**src/rtl/pipelined_write_decoder_if.sv**
```systemverilog
// Issue-side bundle for the pipelined write decoder:
// request handshake, decoded select, writeback strobe and busy scoreboard.
interface pipelined_write_decoder_if #(
    parameter int ADDR_W = 5
);
    localparam int NREG = 1 << ADDR_W;

    logic              in_valid;
    logic [ADDR_W-1:0] in_addr;
    logic              in_ready;
    logic              flush;
    logic              out_valid;
    logic [NREG-1:0]   out_sel;
    logic [ADDR_W-1:0] out_addr;
    logic              wb_valid;
    logic [ADDR_W-1:0] wb_addr;
    logic [NREG-1:0]   busy;

    modport master (
        output in_valid, in_addr, flush, wb_valid, wb_addr,
        input  in_ready, out_valid, out_sel, out_addr, busy
    );

    modport slave (
        input  in_valid, in_addr, flush, wb_valid, wb_addr,
        output in_ready, out_valid, out_sel, out_addr, busy
    );
endinterface

```
**src/rtl/pipelined_write_decoder.sv**
```systemverilog
// Registered write-address decoder with LAT-deep pipeline and
// per-register busy scoreboard providing WAW hold-off.
module pipelined_write_decoder #(
    parameter int ADDR_W   = 5,
    parameter int LAT      = 1,
    parameter int ZERO_EN  = 1,
    parameter int ZERO_IDX = (1 << ADDR_W) - 1
) (
    input logic clk,
    input logic reset,
    pipelined_write_decoder_if.slave bus
);
    localparam int NREG = 1 << ADDR_W;
    localparam logic [ADDR_W-1:0] ZIDX = ADDR_W'(ZERO_IDX);

    logic [LAT-1:0]    vld_q, vld_d;
    logic [ADDR_W-1:0] addr_q [LAT];
    logic [ADDR_W-1:0] addr_d [LAT];
    logic [NREG-1:0]   sel_q, sel_d;
    logic [NREG-1:0]   busy_q, busy_d;
    logic              hit, accept, set_en;

    function automatic logic is_zero(input logic [ADDR_W-1:0] a);
        return (ZERO_EN != 0) && (a == ZIDX);
    endfunction

    always_comb begin
        hit = 1'b0;
        for (int i = 0; i < LAT; i++) begin
            if (vld_q[i] && addr_q[i] == bus.in_addr) hit = 1'b1;
        end
    end

    assign bus.in_ready = is_zero(bus.in_addr) ||
                          (!busy_q[bus.in_addr] && !hit);
    assign accept = bus.in_valid && bus.in_ready;

    always_comb begin
        vld_d[0]  = accept;
        addr_d[0] = bus.in_addr;
        for (int i = 1; i < LAT; i++) begin
            vld_d[i]  = vld_q[i-1];
            addr_d[i] = addr_q[i-1];
        end
        // select is decoded one stage early so out_sel is a flop output
        sel_d = '0;
        if (vld_d[LAT-1] && !is_zero(addr_d[LAT-1]))
            sel_d[addr_d[LAT-1]] = 1'b1;
    end

    // a killed output-stage entry must not mark its register busy
    assign set_en = vld_q[LAT-1] && !bus.flush &&
                    !is_zero(addr_q[LAT-1]);

    always_comb begin
        busy_d = busy_q;
        if (bus.wb_valid && !is_zero(bus.wb_addr))
            busy_d[bus.wb_addr] = 1'b0;
        if (set_en)
            busy_d[addr_q[LAT-1]] = 1'b1;
    end

    always_ff @(posedge clk or posedge reset) begin
        if (reset) begin
            vld_q  <= '0;
            sel_q  <= '0;
            busy_q <= '0;
            for (int i = 0; i < LAT; i++) addr_q[i] <= '0;
        end else begin
            busy_q <= busy_d;
            addr_q <= addr_d;
            if (bus.flush) begin
                vld_q <= '0;
                sel_q <= '0;
            end else begin
                vld_q <= vld_d;
                sel_q <= sel_d;
            end
        end
    end

    assign bus.out_valid = vld_q[LAT-1];
    assign bus.out_addr  = addr_q[LAT-1];
    assign bus.out_sel   = sel_q;
    assign bus.busy      = busy_q;

    a_set_clr: assert property (@(posedge clk) disable iff (reset)
        !(set_en && bus.wb_valid && bus.wb_addr == addr_q[LAT-1]));
endmodule

```
**src/flat_wrapper.sv**
```systemverilog
// flat-port wrapper written by rule: the top's interface ports become plain ports
module pipelined_write_decoder_flat 
#(
    parameter int ADDR_W   = 5,
    parameter int LAT      = 1,
    parameter int ZERO_EN  = 1,
    parameter int ZERO_IDX = (1 << ADDR_W) - 1
)
  (clk, reset, bus_in_valid, bus_in_addr, bus_flush, bus_wb_valid, bus_wb_addr, bus_in_ready, bus_out_valid, bus_out_sel, bus_out_addr, bus_busy);
  pipelined_write_decoder_if #(.ADDR_W(ADDR_W)) bus_i ();
  input logic clk;
  input logic reset;
  input wire logic [$bits(bus_i.in_valid)-1:0] bus_in_valid;
  input wire logic [$bits(bus_i.in_addr)-1:0] bus_in_addr;
  input wire logic [$bits(bus_i.flush)-1:0] bus_flush;
  input wire logic [$bits(bus_i.wb_valid)-1:0] bus_wb_valid;
  input wire logic [$bits(bus_i.wb_addr)-1:0] bus_wb_addr;
  output wire logic [$bits(bus_i.in_ready)-1:0] bus_in_ready;
  output wire logic [$bits(bus_i.out_valid)-1:0] bus_out_valid;
  output wire logic [$bits(bus_i.out_sel)-1:0] bus_out_sel;
  output wire logic [$bits(bus_i.out_addr)-1:0] bus_out_addr;
  output wire logic [$bits(bus_i.busy)-1:0] bus_busy;
  assign bus_i.in_valid = bus_in_valid;
  assign bus_i.in_addr = bus_in_addr;
  assign bus_i.flush = bus_flush;
  assign bus_i.wb_valid = bus_wb_valid;
  assign bus_i.wb_addr = bus_wb_addr;
  assign bus_in_ready = bus_i.in_ready;
  assign bus_out_valid = bus_i.out_valid;
  assign bus_out_sel = bus_i.out_sel;
  assign bus_out_addr = bus_i.out_addr;
  assign bus_busy = bus_i.busy;
  pipelined_write_decoder #(.ADDR_W(ADDR_W), .LAT(LAT), .ZERO_EN(ZERO_EN), .ZERO_IDX(ZERO_IDX)) u_core (.clk(clk), .reset(reset), .bus(bus_i));
endmodule
```
**config.mk**
```make
export PLATFORM = sky130hd
export DESIGN_NAME = pipelined_write_decoder_flat
export DESIGN_NICKNAME = d
export VERILOG_FILES = /design/src/rtl/pipelined_write_decoder_if.sv /design/src/rtl/pipelined_write_decoder.sv /design/src/flat_wrapper.sv
export SDC_FILE = /design/constraint.sdc
export NUM_CORES = 1
export LEC_CHECK = 0
export CORE_UTILIZATION = 43
export CTS_CLUSTER_SIZE = 8
export DETAILED_ROUTE_END_ITERATION = 10
export PLACE_DENSITY = 0.83
export REMOVE_ABC_BUFFERS = 1
export SETUP_SLACK_MARGIN = 0.02
export SLEW_MARGIN = 20
export SYNTH_ARGS = -nofsm -noshare
export SYNTH_HDL_FRONTEND = slang
export SYNTH_SLANG_ARGS = --single-unit
```
**constraint.sdc**
```tcl
create_clock -name clk -period 2.55 [get_ports clk]
set_input_delay 0.51 -clock clk [delete_from_list [all_inputs] [get_ports clk]]
set_output_delay 0.51 -clock clk [all_outputs]
set_load 0.01 [all_outputs]
```
==> results.sh, run 1 <==
export IMPL_synth_ff_type="dfrtp_1"
export IMPL_dp_slack_ps=-1040
export IMPL_syn_area_um2=2980
export IMPL_cp_required_ps=2040
export IMPL_dieWidth_um=85.2
export IMPL_firstDrtPassIters=4
export IMPL_hp_class="primary input to flop"
export IMPL_critPathBufInv=1
export IMPL_cap_viol_max_count=0
export IMPL_drc=0
export IMPL_grt_pass1_wl_um=13800
export IMPL_hold_path_depth=2
export IMPL_yosysTopAreaCell="dfrtp_1"
export IMPL_violations="negative setup slack"
export IMPL_critPathCaptureType="output pin"
export IMPL_slowest_stage="or4_4"
export IMPL_antenna_cells=0
export IMPL_synthTopCellsByCount="70 x dfrtp_1, 62 x o21ai_0, 19 x nand2_1, 19 x nor4_1, 14 x nor2_1"
export IMPL_setup_viol=1
export IMPL_core_area_um2=6530
export IMPL_numCtsBuffers=9
export IMPL_wl_um=8670
export IMPL_cts_htree_levels=3
export IMPL_synth_cells=270
export IMPL_cp_arrival_ps=2150
export IMPL_ant_nets=0
export IMPL_grtUsageTotal=0.251
export IMPL_synth_async_sr_flop_share=1.00
export IMPL_startpoint_type="flop"
export IMPL_die_height_um=85.2
export IMPL_power_mw=2.82
export IMPL_io_buffer_count=85
export IMPL_gp_congestion=0.923
export IMPL_synthTopCellsByArea="dfrtp_1 59%, o21ai_0 10%, mux4_2 5.3%"
export IMPL_ys_seq_area_frac=0.588
export IMPL_die_area_um2=7260
export IMPL_reg2reg_to="u_core.bus.out_sel[18]"
export IMPL_vias=2762
export IMPL_ys_seq_elements=70
export IMPL_drt_first_iter_violations=146
export IMPL_hold_start="bus_in_addr[0]"
export IMPL_gr_total_overflow=0
export IMPL_p_leak_nw=1.94
export IMPL_cts_max_path_buffers=2
export IMPL_yosysWarnings=0
export IMPL_cts_tree="built"
export IMPL_finalWorstSetupSlack_ps=-107
export IMPL_routedWlPerCell_um=18.1
export IMPL_area_delta_synth_final_pct=50.3
export IMPL_row_count=29
export IMPL_avgViaCountPerCell=5.75
export IMPL_synth_edf_count=0
export IMPL_cts_num_sinks=70
export IMPL_period_minus_slack_ps=2660
export IMPL_fmax_mhz=376
export IMPL_crit_type="flop to output pin"
export IMPL_finalHoldViolCount=0
export IMPL_crit_family="simple AND/OR/NAND/NOR gates"
export IMPL_worst_ir_drop_vdd_mv=0.362
export IMPL_whs_endpoint="u_core.bus.out_addr[0]"
export IMPL_fin_util=0.685
export IMPL_yosysMostFrequentCell="dfrtp_1"
export IMPL_synth_distinct_cells=32
export IMPL_timing_hold_ws_ps=508
export IMPL_grt_pass1_vias=2787
export IMPL_io_pins=86
export IMPL_cts_root_buf="clkbuf_8"
export IMPL_postSynthAreaPerCell_um2=11.0
export IMPL_drive_above_1_share=0.211
export IMPL_r2r_start="u_core.bus.busy[23]"
export IMPL_dp_hpwl_um=6240
export IMPL_clk_pin_slew_ps=70
export IMPL_yosysTopAreaCellShare=0.588
export IMPL_status="finished with violations"
export IMPL_grt_max_degree=71
export IMPL_hold_buffers=0
export IMPL_antenna_found_initial=0
export IMPL_r2r_setup_slack_ps=90
export IMPL_path_cells="mux4_2, mux2i_1, nor2_1, or4_4, nand2_4, buf_6"
export IMPL_critPathMaxFanout=2
export IMPL_rsz0062_at_grt="true"
export IMPL_crit_path_max_incr_delay_ps=550
export IMPL_reg2reg_depth=7
export IMPL_report_final_slew_viol_count=0
export IMPL_fin_crit_sh=1.04
export IMPL_cp_depth=6
export IMPL_insertion_delay_ps=340
export IMPL_start_util=0.456
export IMPL_skew_ps=8.06
export IMPL_powerDensity_nw_per_um2=630
export IMPL_layout_nets=413
[area by class of cell]
cell class / instances / area [µm²]
sequential: 70 / 1750
inverter: 3 / 11.3
multi-input combinational: 180 / 1140
clock inverter: 3 / 65.1
timing repair buffer: 134 / 1240
tap: 77 / 96.3
clock buffer: 13 / 169
fill: 491 / 2060
[timing repair]
action | 4_1_cts | 5_1_grt
setup endpoints to repair | 33 | 1
pin swaps | 3 | 2
buffers inserted | 0 | 1
hold endpoints to repair | 0 | 0
gates resized for setup | 22 | 3
[state kept, by name, indices dropped and copies added (netlist names)]
signal	flops
u_core.bus.out_addr	5
u_core.bus.out_valid	1
u_core.bus.busy	32
u_core.bus.out_sel	32
[worst max-delay path by stage]
stage	startpoint	to	slack (ps)
2_1_floorplan	bus_in_addr[1]	bus_in_ready	-220
3_3_place_gp	bus_in_addr[1]	bus_in_ready	-960
3_5_place_dp	bus_in_addr[1]	bus_in_ready	-1040
4_1_cts	u_core.bus.busy[12]	bus_in_ready	-160
5_1_grt	u_core.bus.busy[31]	bus_in_ready	-150
6_report	u_core.bus.busy[23]	bus_in_ready	-110
[layout by cell type, fill, tap and decap left out, types with 2 or more instances in the layout]
master,n
buf_4,44
buf_6,6
bufinv_16,2
clkbuf_8,12
clkdlybuf4s50_1,79
dfrtp_1,70
dlygate4sd2_1,3
mux2i_1,5
mux4_2,7
nand2_1,18
nand2b_1,5
nand3_1,8
nand3b_1,7
nor2_1,14
nor2b_1,3
nor3_1,7
nor3b_1,2
nor4_1,18
nor4_2,3
o21ai_0,62
or2_2,3
or3_1,2
or3b_2,2
xor2_1,4
[worst reg2reg max path, cell delays in order, from the launching register on]
cell	delay, ps
dfrtp_1	400
mux4_2	480
mux2i_1	140
nor2_1	50
or4_4	550
buf_4	150
buf_4	220
nor4_1	340
[per-layer routing]
metal / vias up / GRT usage / wire, µm
li1: 1228 / - / -
met1: 1336 / 0.314 / 3340
met2: 180 / 0.426 / 4360
met3: 18 / 0.0574 / 823
met4: 0 / 0.0924 / 149
met5: - / 0 / 0
[metrics by stage]
step                std cells  cell area, µm²  TNS, ps
floorplan                 253            2890     -217
global placement          463            4210   -13840
detailed placement        463            4210   -17320
CTS                       479            4460     -155
global route              480            4480     -153
finish                    480            4480     -107
[cells by family after synthesis]
logic type | Yosys count | synth area share
other | 1 | 0.00126
and+or+nand+nor | 97 | 0.181
buffers and inverters | 20 | 0.0340
AOI/OAI and AO/OA | 65 | 0.111
DFF | 70 | 0.588
xor gates and xnor gates | 5 | 0.0147
muxes | 12 | 0.0697
[power by group]
part | internal (mW) | switching, mW
logic | 0.294 | 0.265
clock network | 0.630 | 0.400
registers | 1.18 | 0.0520
No activity file was read; power rests on OpenSTA's default activity.
==> inputs of run 2 (changes only) <==
--- a/config.mk
+++ b/config.mk
@@ -9,6 +9,7 @@
 export CTS_CLUSTER_SIZE = 8
 export DETAILED_ROUTE_END_ITERATION = 10
 export PLACE_DENSITY = 0.83
+export RECOVER_POWER = 50
 export REMOVE_ABC_BUFFERS = 1
 export SETUP_SLACK_MARGIN = 0.02
 export SLEW_MARGIN = 20
==> run 2 against run 1 <==
Compared with the run above:
- count of clock-buffer cells in the layout unchanged
- critical path type unchanged
- non-clock buffer count unchanged
- sequential power barely moved
- maximum frequency shrank 0.13%
- utilization is 0.34 points lower
- clock power barely moved
- routed wire length up 0.32%
- the flow finishes with violations (max-capacitance violations, max-slew violations, negative setup slack)
- cell count unchanged
- sequential share of layout area increased by 0.20 points
- clock skew down 1.7 ps
==> results.sh, run 2 (synthesis gave the netlist of run 1 again) <==
export IMPL_status="finished with violations"
export IMPL_violations="max-capacitance violations, max-slew violations, negative setup slack"
export IMPL_cp_required_ps=2040
export IMPL_finalHoldViolCount=0
export IMPL_power_mw=2.81
export IMPL_cp_arrival_ps=2150
export IMPL_worst_ir_drop_vdd_mv=0.365
export IMPL_powerDensity_nw_per_um2=631
export IMPL_skew_ps=6.36
export IMPL_tns_ps=-111
export IMPL_dieWidth_um=85.2
export IMPL_cts_max_path_buffers=2
export IMPL_final_common_cell="dfrtp_1"
export IMPL_mostFrequentLayoutCells="70 x dfrtp_1, 68 x clkdlybuf4s50_1, 62 x o21ai_0"
export IMPL_gp_congestion=0.923
export IMPL_avgViaCountPerCell=5.78
export IMPL_routedWlPerCell_um=18.1
export IMPL_dp_hpwl_um=6240
export IMPL_fill_cells=492
export IMPL_grtUsageTotal=0.251
export IMPL_timing_hold_ws_ps=507
export IMPL_cts_root_buf="clkbuf_8"
export IMPL_path_cells="mux4_2, mux2i_1, nor2_1, or4_4, nand2_4, buf_6"
export IMPL_critPathMaxFanout=2
export IMPL_die_height_um=85.2
export IMPL_p_leak_nw=1.96
export IMPL_cts_tree="built"
export IMPL_drc=0
export IMPL_multi_input_area_um2=1140
export IMPL_hp_class="primary input to flop"
export IMPL_rsz0062_at_grt="true"
export IMPL_fmax_mhz=376
export IMPL_grt_pass1_vias=2787
export IMPL_critPathCaptureType="output pin"
export IMPL_crit_path_max_incr_delay_ps=550
export IMPL_row_count=29
export IMPL_slowest_stage="or4_4"
export IMPL_crit_type="flop to output pin"
export IMPL_drive_above_1_share=0.206
export IMPL_wl_met3_um=791
export IMPL_cts_htree_levels=3
export IMPL_start_util=0.456
export IMPL_met1_length_um=3390
export IMPL_ant_nets=0
export IMPL_antenna_found_initial=0
export IMPL_top_layer="met4"
export IMPL_layout_nets=413
export IMPL_insertion_delay_ps=340
export IMPL_slew_headroom=-0.0921
export IMPL_grt_pass1_wl_um=13800
export IMPL_fin_crit_sh=1.04
export IMPL_cap_viol_max_count=1
export IMPL_die_area_um2=7260
export IMPL_dr_wl_met2_um=4380
export IMPL_cts_num_sinks=70
export IMPL_report_final_slew_viol_count=71
export IMPL_core_area_um2=6530
export IMPL_seq_area_um2=1750
export IMPL_firstDrtPassIters=4
export IMPL_wl_um=8700
export IMPL_antenna_cells=0
export IMPL_vias=2773
export IMPL_area_delta_synth_final_pct=49.5
export IMPL_startpoint_type="flop"
export IMPL_tightestPinTransition_ps=1640
export IMPL_gr_total_overflow=0
export IMPL_numCtsBuffers=9
export IMPL_finalWorstSetupSlack_ps=-111
export IMPL_setup_viol=1
export IMPL_clk_pin_slew_ps=70
export IMPL_period_minus_slack_ps=2660
export IMPL_grt_max_degree=71
export IMPL_drt_first_iter_violations=160
export IMPL_io_pins=86
export IMPL_io_buffer_count=85
-- run 2: changes by cell type in the layout (fill, tap and decap cells not counted), sizes merged --
| cell | change |
|---|---|
| clkdlybuf4s50 | -11 |
| clkbuf | +3 |
| buf | -3 |
| dlygate4sd3 | +11 |
-- run 2: worst paths after layout --
path | slack [ps] | cells past startpoint | to | start
max | -110 | 6 | bus_in_ready | u_core.bus.busy[23]
min | 510 | 2 | u_core.bus.out_addr[0] | bus_in_addr[0]
max reg2reg | 90 | 7 | u_core.bus.out_sel[18] | u_core.bus.busy[23]
min reg2reg | 520 | 1 | u_core.bus.busy[31] | u_core.bus.busy[31]
max in group asynchronous | 400 | 3 | u_core.bus.out_sel[20] | reset
min in group asynchronous | 1190 | 3 | u_core.bus.out_addr[2] | reset
-- run 2: what timing repair did --
| action | 4_1_cts | 5_1_grt |
|---|---|---|
| buffers inserted | 0 | 1 |
| pin swaps | 3 | 2 |
| resized for setup | 22 | 3 |
| hold buffers | 0 | 0 |
| cloned | 0 | 0 |
| setup endpoints to repair | 33 | 1 |
-- run 2: layout make-up --
cell class | instances | share of cell area
inverters | 3 | 0.00253
clock inverters | 3 | 0.0146
multi-input cells | 180 | 0.257
clock buffers | 13 | 0.0379
well taps | 77 | 0.0216
flip-flops and latches | 70 | 0.393
repair buffers | 134 | 0.273
-- run 2: power by group --
part	leakage (nW)	switching [mW]	internal (mW)
sequential	0.946	0.0520	1.18
combinational	0.890	0.265	0.289
clock	0.120	0.398	0.630
total	1.96	0.715	2.10
-- run 2: critical path, delay by kind of cell, from the launching register on --
family        cells  cell delay [ps]
simple gates      3              680
mux               2              620
flops             1              400
buf+inv           1              100
-- run 2: stage by stage --
stage          setup WS (ps)  utilization  instance area, µm²  std cells
6_report                -111        0.682                4450        480
5_1_grt                 -153        0.682                4450        480
4_1_cts                 -155        0.683                4460        479
3_5_place_dp           -1040        0.644                4210        463
3_3_place_gp            -964        0.644                4210        463
2_1_floorplan           -217            -                2890        253
-- run 2: per-layer routing --
| layer | vias to the layer above | GRT usage |
|---|---|---|
| li1 | 1231 | - |
| met1 | 1334 | 0.314 |
| met2 | 190 | 0.426 |
| met3 | 18 | 0.0574 |
| met4 | 0 | 0.0924 |
| met5 | - | 0 |
